`src/rtl/eth_pkg.sv`:
```
// Shared types, frame geometry and CRC-32 helper for the RMII depacker.
package eth_pkg;

  typedef enum logic [2:0] {
    S_IDLE     = 3'd0,
    S_PREAMBLE = 3'd1,
    S_DEST     = 3'd2,
    S_SRC      = 3'd3,
    S_LEN      = 3'd4,
    S_DATA     = 3'd5,
    S_FCS      = 3'd6,
    S_DRAIN    = 3'd7
  } eth_state_t;

  localparam int unsigned ADDR_DIBITS = 24;
  localparam int unsigned LEN_DIBITS  = 8;
  localparam int unsigned DATA_DIBITS = 1280;
  localparam int unsigned FCS_DIBITS  = 16;

  localparam logic [12:0] ADDR_LAST = 13'(ADDR_DIBITS - 1);
  localparam logic [12:0] LEN_LAST  = 13'(LEN_DIBITS - 1);
  localparam logic [12:0] DATA_LAST = 13'(DATA_DIBITS - 1);
  localparam logic [12:0] FCS_LAST  = 13'(FCS_DIBITS - 1);

  localparam logic [4:0] MIN_PREAMBLE_DIBITS = 5'd8;
  localparam logic [4:0] PRE_CNT_MAX         = 5'd31;
  localparam logic [1:0] PRE_DIBIT           = 2'b01;
  localparam logic [1:0] SFD_DIBIT           = 2'b11;
  localparam logic [1:0] BCAST_DIBIT         = 2'b11;

  localparam logic [31:0] CRC_POLY = 32'h04C1_1DB7;
  localparam logic [31:0] CRC_INIT = 32'hFFFF_FFFF;

  // MSB-first CRC-32 update; dibit bit 0 is the earlier bit on the wire.
  function automatic logic [31:0] crc32_dibit(input logic [31:0] crc, input logic [1:0] dibit);
    logic [31:0] c;
    c = crc;
    for (int i = 0; i < 2; i++) begin
      if (c[31] ^ dibit[i]) begin
        c = {c[30:0], 1'b0} ^ CRC_POLY;
      end else begin
        c = {c[30:0], 1'b0};
      end
    end
    return c;
  endfunction

endpackage

```
`src/rtl/eth_depacker_crc32.sv`:
```
// Dibit-serial CRC-32 engine; axiod is the complemented register, bit-mirrored FCS order.
module crc32
  import eth_pkg::*;
(
  input  logic        clk,
  input  logic        rst,
  input  logic        axiiv,
  input  logic [1:0]  axiid,
  output logic        axiov,
  output logic [31:0] axiod
);

  logic [31:0] crc_q, crc_d;
  logic        vld_q;

  // Next CRC value when a dibit is presented.
  always_comb begin
    crc_d = crc_q;
    if (axiiv) begin
      crc_d = crc32_dibit(crc_q, axiid);
    end else begin
      crc_d = crc_q;
    end
  end

  // CRC state register with synchronous active-low reset.
  always_ff @(posedge clk) begin
    if (!rst) begin
      crc_q <= CRC_INIT;
      vld_q <= 1'b0;
    end else begin
      crc_q <= crc_d;
      vld_q <= axiiv;
    end
  end

  assign axiov = vld_q;
  assign axiod = ~crc_q;

endmodule

```
`src/rtl/eth_depacker.sv`:
```
// RMII receive depacker: strips preamble/SFD, captures length, streams payload, checks FCS.
// Broadcast-only destination filter is compiled in when ETH_DEPACKER_ADDR_FILTER_EN is defined.
module eth_depacker
  import eth_pkg::*;
(
  input  logic        clk,
  input  logic        rst,
  input  logic        phy_crsdv,
  input  logic [1:0]  phy_rxd,
  output logic        axiov,
  output logic [1:0]  axiod,
  output logic [15:0] len_field,
  output logic        frame_done,
  output logic        crc_ok,
  output logic        frame_err
);

  eth_state_t  state_q, state_d;
  logic [12:0] cnt_q, cnt_d, cnt_inc;
  logic [4:0]  pre_q, pre_d;
  logic [15:0] len_q, len_d;
  logic [31:0] fcs_q, fcs_d;
  logic [31:0] crc_lat_q, crc_lat_d;
  logic        axiov_q, axiov_d;
  logic [1:0]  axiod_q, axiod_d;
  logic        done_q, done_d;
  logic        ok_q, ok_d;
  logic        err_q, err_d;
  logic        crc_feed, crc_rst, crc_vld;
  logic [31:0] crc_val;
  logic [4:0]  fcs_idx;
`ifdef ETH_DEPACKER_ADDR_FILTER_EN
  logic        addr_bad_q, addr_bad_d;
`endif

  // Engine is held at its initial value for as long as the receiver sits in Idle.
  assign crc_rst = rst & (state_q != S_IDLE);

  crc32 u_crc (
    .clk   (clk),
    .rst   (crc_rst),
    .axiiv (crc_feed),
    .axiid (phy_rxd),
    .axiov (crc_vld),
    .axiod (crc_val)
  );

  // First wire bit of FCS dibit i lands at bit 31-2i.
  assign fcs_idx = 5'd31 - {cnt_q[3:0], 1'b0};

  // Next-state and output decode for the frame walker.
  always_comb begin
    state_d   = state_q;
    cnt_inc   = cnt_q;
    pre_d     = pre_q;
    len_d     = len_q;
    fcs_d     = fcs_q;
    crc_lat_d = crc_lat_q;
    axiov_d   = 1'b0;
    axiod_d   = axiod_q;
    done_d    = 1'b0;
    ok_d      = ok_q;
    err_d     = 1'b0;
    crc_feed  = 1'b0;
`ifdef ETH_DEPACKER_ADDR_FILTER_EN
    addr_bad_d = addr_bad_q;
`endif
    case (state_q)
      S_IDLE: begin
        if (phy_crsdv && (phy_rxd == PRE_DIBIT)) begin
          state_d = S_PREAMBLE;
          pre_d   = 5'd1;
        end else begin
          state_d = S_IDLE;
        end
      end
      S_PREAMBLE: begin
        if (!phy_crsdv) begin
          state_d = S_IDLE;
        end else if (phy_rxd == PRE_DIBIT) begin
          pre_d = (pre_q == PRE_CNT_MAX) ? pre_q : pre_q + 5'd1;
        end else if ((phy_rxd == SFD_DIBIT) && (pre_q >= MIN_PREAMBLE_DIBITS)) begin
          state_d = S_DEST;
        end else begin
          state_d = S_DRAIN;
        end
      end
      S_DEST: begin
        if (!phy_crsdv) begin
          err_d   = 1'b1;
          state_d = S_IDLE;
        end else begin
          crc_feed = 1'b1;
          cnt_inc  = cnt_q + 13'd1;
`ifdef ETH_DEPACKER_ADDR_FILTER_EN
          addr_bad_d = ((cnt_q == 13'd0) ? 1'b0 : addr_bad_q) | (phy_rxd != BCAST_DIBIT);
          if (cnt_q == ADDR_LAST) begin
            if (addr_bad_d) begin
              err_d   = 1'b1;
              state_d = S_DRAIN;
            end else begin
              state_d = S_SRC;
            end
          end else begin
            state_d = S_DEST;
          end
`else
          state_d = (cnt_q == ADDR_LAST) ? S_SRC : S_DEST;
`endif
        end
      end
      S_SRC: begin
        if (!phy_crsdv) begin
          err_d   = 1'b1;
          state_d = S_IDLE;
        end else begin
          crc_feed = 1'b1;
          cnt_inc  = cnt_q + 13'd1;
          state_d  = (cnt_q == ADDR_LAST) ? S_LEN : S_SRC;
        end
      end
      S_LEN: begin
        if (!phy_crsdv) begin
          err_d   = 1'b1;
          state_d = S_IDLE;
        end else begin
          crc_feed = 1'b1;
          cnt_inc  = cnt_q + 13'd1;
          len_d[{cnt_q[2:0], 1'b0} +: 2] = phy_rxd;
          state_d  = (cnt_q == LEN_LAST) ? S_DATA : S_LEN;
        end
      end
      S_DATA: begin
        if (!phy_crsdv) begin
          err_d   = 1'b1;
          state_d = S_IDLE;
        end else begin
          crc_feed = 1'b1;
          axiov_d  = 1'b1;
          axiod_d  = phy_rxd;
          cnt_inc  = cnt_q + 13'd1;
          state_d  = (cnt_q == DATA_LAST) ? S_FCS : S_DATA;
        end
      end
      S_FCS: begin
        // The engine's output settles one cycle after the last data dibit.
        if (crc_vld && (cnt_q == 13'd0)) begin
          crc_lat_d = crc_val;
        end else begin
          crc_lat_d = crc_lat_q;
        end
        if (!phy_crsdv) begin
          err_d   = 1'b1;
          state_d = S_IDLE;
        end else begin
          fcs_d[fcs_idx]        = phy_rxd[0];
          fcs_d[fcs_idx - 5'd1] = phy_rxd[1];
          cnt_inc = cnt_q + 13'd1;
          if (cnt_q == FCS_LAST) begin
            done_d  = 1'b1;
            ok_d    = ({fcs_q[31:2], phy_rxd[0], phy_rxd[1]} == crc_lat_q);
            state_d = S_DRAIN;
          end else begin
            state_d = S_FCS;
          end
        end
      end
      S_DRAIN: begin
        state_d = phy_crsdv ? S_DRAIN : S_IDLE;
      end
      default: begin
        state_d = S_IDLE;
      end
    endcase
    cnt_d = (state_d != state_q) ? 13'd0 : cnt_inc;
  end

  // State and registered outputs, synchronous active-low reset.
  always_ff @(posedge clk) begin
    if (!rst) begin
      state_q   <= S_IDLE;
      cnt_q     <= 13'd0;
      pre_q     <= 5'd0;
      len_q     <= 16'd0;
      fcs_q     <= 32'd0;
      crc_lat_q <= 32'd0;
      axiov_q   <= 1'b0;
      axiod_q   <= 2'b00;
      done_q    <= 1'b0;
      ok_q      <= 1'b0;
      err_q     <= 1'b0;
`ifdef ETH_DEPACKER_ADDR_FILTER_EN
      addr_bad_q <= 1'b0;
`endif
    end else begin
      state_q   <= state_d;
      cnt_q     <= cnt_d;
      pre_q     <= pre_d;
      len_q     <= len_d;
      fcs_q     <= fcs_d;
      crc_lat_q <= crc_lat_d;
      axiov_q   <= axiov_d;
      axiod_q   <= axiod_d;
      done_q    <= done_d;
      ok_q      <= ok_d;
      err_q     <= err_d;
`ifdef ETH_DEPACKER_ADDR_FILTER_EN
      addr_bad_q <= addr_bad_d;
`endif
    end
  end

  assign axiov      = axiov_q;
  assign axiod      = axiod_q;
  assign len_field  = len_q;
  assign frame_done = done_q;
  assign crc_ok     = ok_q;
  assign frame_err  = err_q;

endmodule

```
`config.mk`:
```
export PLATFORM = sky130hd
export DESIGN_NAME = eth_depacker
export DESIGN_NICKNAME = d
export VERILOG_FILES = /design/src/rtl/eth_pkg.sv /design/src/rtl/eth_depacker_crc32.sv /design/src/rtl/eth_depacker.sv
export SDC_FILE = /design/constraint.sdc
export NUM_CORES = 1
export LEC_CHECK = 0
export ABC_AREA = 1
export CELL_PAD_IN_SITES_DETAIL_PLACEMENT = 0
export CELL_PAD_IN_SITES_GLOBAL_PLACEMENT = 1
export CORE_ASPECT_RATIO = 0.75
export CORE_MARGIN = 4
export CORE_UTILIZATION = 48
export DETAILED_ROUTE_END_ITERATION = 12
export GPL_ROUTABILITY_DRIVEN = 0
export PLACE_DENSITY_LB_ADDON = 0.2
export SYNTH_ARGS = -nofsm -noshare
export SYNTH_HDL_FRONTEND = slang
export SYNTH_SLANG_ARGS = --single-unit
```
`constraint.sdc`:
```
create_clock -name clk -period 5.09 [get_ports clk]
set_input_delay 1.527 -clock clk [delete_from_list [all_inputs] [get_ports clk]]
set_output_delay 1.527 -clock clk [all_outputs]
set_load 0.01 [all_outputs]
```
==> reports/metrics.yaml <==
grt:
  grt_overflow: 0
  grt_pass1_wl_um: 24450
  met3_usage_pct: 5.101
  busiest_layer: "met1"
  grt.total_usage_pct: 21.36
  grt_antenna_before_repair: 0
  grtUsageMet1_pct: 32.33
  globalRouteMet2Util_pct: 30.48
  grt_max_degree: 87
  grt_pass1_vias: 4785
clock_tree:
  clkSlewWorstSetupHoldPaths_ns: 0.06
  cts_tree: "done"
  cts_resized: 0
  cts_made_buffers: 17
  htreeDepth: 4
  ctsHoldBuffers: 0
  cts.sinks: 138
  post_cts_buffers: 0
  clockBufferDepth: 2
  worstSkewPairLatency_ns: 0.41
  cts_root_buf: "clkbuf_16"
yosys:
  yosysTopAreaCell: "dfxtp_1"
  synth_commonest_cells: "dfxtp_1 (138), a21oi_1 (108), nand2_1 (104)"
  ys_seq_elements: 138
  synth.distinct_cells: 31
  ys_async_sr_fraction_pct: 0
  synth_top_area_share_pct: 46.05
  synth.most_common_cell: "dfxtp_1"
  synth-edff-count: 0
  ys_warn_count: 0
  synthTopCellsByArea: "dfxtp_1 (46%), a21oi_1 (9.0%), o21ai_0 (8.4%), nand2_1 (6.5%), nor2_1 (5.0%)"
  syn_inst: 780
  ys_seq_area_share_pct: 46.05
  synthFlopType: "dfxtp_1"
  syn_area_per_cell_um2: 7.692
  synth_area_um2: 6000
  syn-num-nets: 794
drt:
  routed_wl_um: 14750
  drc: 0
  num_vias: 5124
  ant_nets: 0
  dr.pass1.iters: 5
  wl_per_cell_um: 15.07
  drtIter0Drc: 427
  routed_via_density: 5.234
timing:
  drv_slew: 0
  slew_headroom_pct: 50.39
  finalHoldViolCount: 0
  tns_ns: 0
  rsz0062_at_grt: "false"
  fmax_ghz: 0.2899
  min_period_ns: 3.449
  finClkSkew_ns: 0.008295
  finalSetupViolations: 0
  worst_slew_pin_slew_ns: 0.7442
  layout_worst_path_cycle_share_pct: 67.76
pwr:
  vdd_ir_drop_max_mv: 0.2316
  leakage_nw: 2.835
  total_power_mw: 2.508
  power_density_nw_per_um2: 358.2
floorplanning:
  dieWidth_um: 137.1
  start_util_pct: 48.93
  ios: 27
  rows: 35
  die_area_um2: 14370
  coreArea_um2: 12260
  die_h_um: 104.8
worst_setup_path:
  rr_endpoint: "len_field[7]"
  critPathRequiredTime_ns: 5.43
  cpMostUsedCell: "nor2_1"
  ff2ff_setup_slack_ns: 2.69
  r2r_cells: 10
  path_class: "input pin to register"
  worstPathArrival_ns: 3.78
  reg2reg_from: "cnt_q[0]"
  crit_path_max_incr_delay_ns: 0.62
  worstPathCellList: "clkdlybuf4s50_1 -> inv_1 -> nor2_1 -> nor2_1 -> nor2_1 -> nand3_1 -> nand2_1 -> nand2_1 -> nor2_1 -> nand3_1 -> nor2_1"
  critPathLaunch: "phy_rxd[0]"
  path_buf_inv: 2
  end_kind: "register"
  startpoint_type: "input pin"
  path_delay_family: "simple AND/OR/NAND/NOR gates"
  path_max_fanout: 13
  cp_slowest_cell: "clkdlybuf4s50_1"
placed_design:
  io_buffers: 26
  dp_hpwl_um: 9969
  place_area_um2: 6364
status:
  status: "completed"
final_layout:
  drive_above_1_share_pct: 6.150
  fin_util_pct: 57.10
  syn2layout_area_growth_pct: 16.70
  nets: 814
  diodes: 0
  stdcell_area_um2: 7002
min_path:
  worstHoldStart: "len_field[11]"
  worstHoldPathCells: 2
  hold_path_end: "len_field[11]"
  min_path_type: "register to register"
run:
  drv_cap: 0
==> metal layers <==
layer / up-vias / routed length (um)
met4: 0 / 84
met5: - / 0
li1: 2623 / -
met1: 2384 / 7793
met2: 106 / 6288
met3: 11 / 586
==> cells by family (layout without fill, tap and decap cells) <==
logic type | after synthesis | in the layout | share of synthesized area, %
xor+xnor | 54 | 54 | 8.321
buf+inv | 99 | 132 | 6.653
simple gates | 263 | 263 | 18.81
flops | 138 | 138 | 46.05
compound gates | 217 | 217 | 18.29
fa+ha+maj | 9 | 9 | 1.877
==> worst register-to-register path, cell delays in order (launching register included) <==
cell and delay, ns:
dfxtp_1 0.48, inv_1 0.19, ha_1 0.28, ha_1 0.24, nor2_1 0.16, inv_1 0.09, nor2_1 0.09, inv_1 0.07
nor3_1 0.40, o21ai_0 0.17, a21oi_1 0.18
==> report_power, final <==
group | leakage (nW) | total, mW | switching, mW | internal (mW)
clock network | 0.299 | 1.33 | 0.467 | 0.860
logic | 1.42 | 0.0926 | 0.0685 | 0.0241
registers | 1.11 | 1.09 | 0.00468 | 1.08
==> placed cells by master, fill, tap and decap left out, types with 3 or more instances in the layout <==
cell type / n
a21oi_1: 108
buf_4: 6
bufinv_16: 4
clkbuf_16: 17
clkbuf_8: 3
clkdlybuf4s50_1: 25
clkinvlp_4: 4
dfxtp_1: 138
ha_1: 9
inv_1: 65
inv_2: 3
nand2_1: 104
nand3_1: 38
nand4_1: 5
nor2_1: 80
nor3_1: 23
nor4_1: 3
o21ai_0: 101
o21ai_1: 3
or2_2: 4
xnor2_1: 26
xor2_1: 26
==> sequential cells by signal, summed over array words and instances (netlist names) <==
name and cells:
len_field 16, state_q 3, axiod 2, crc_ok 1
frame_done 1, u_crc.crc_q 32, frame_err 1, fcs_q 30
crc_lat_q 32, cnt_q 13, pre_q 5, u_crc.axiov 1
axiov 1
==> how the worst max path moves through the flow <==
stage,to,slack (ns),depth (start not counted)
after global placement,cnt_q[0],1.30,11
after detailed placement,cnt_q[11],1.25,11
after CTS,cnt_q[1],1.68,11
after global routing,cnt_q[4],1.48,11
after floorplan,cnt_q[0],2.40,12
final,cnt_q[9],1.64,11
==> per-stage QoR <==
step / std cells / hold slack [ns] / setup WS, ns
detailed placement: 947 / 0.4443 / 1.252
finish: 979 / 0.4487 / 1.641
global route: 979 / 0.4850 / 1.481
global placement: 947 / 0.4349 / 1.295
CTS: 979 / 0.4546 / 1.684
floorplan: 780 / 0.4279 / 2.405
==> final cells by class <==
cell class                 count  area [um2]
timing repair buffer          32       300.3
clock buffer                  22       474.2
sequential                   138        2763
fill                        1156        5260
clock inverter                10       163.9
inverter                      68       255.2
multi-input combinational    543        2838
tap                          166       207.7
No activity file was read; power rests on OpenSTA's default activity.
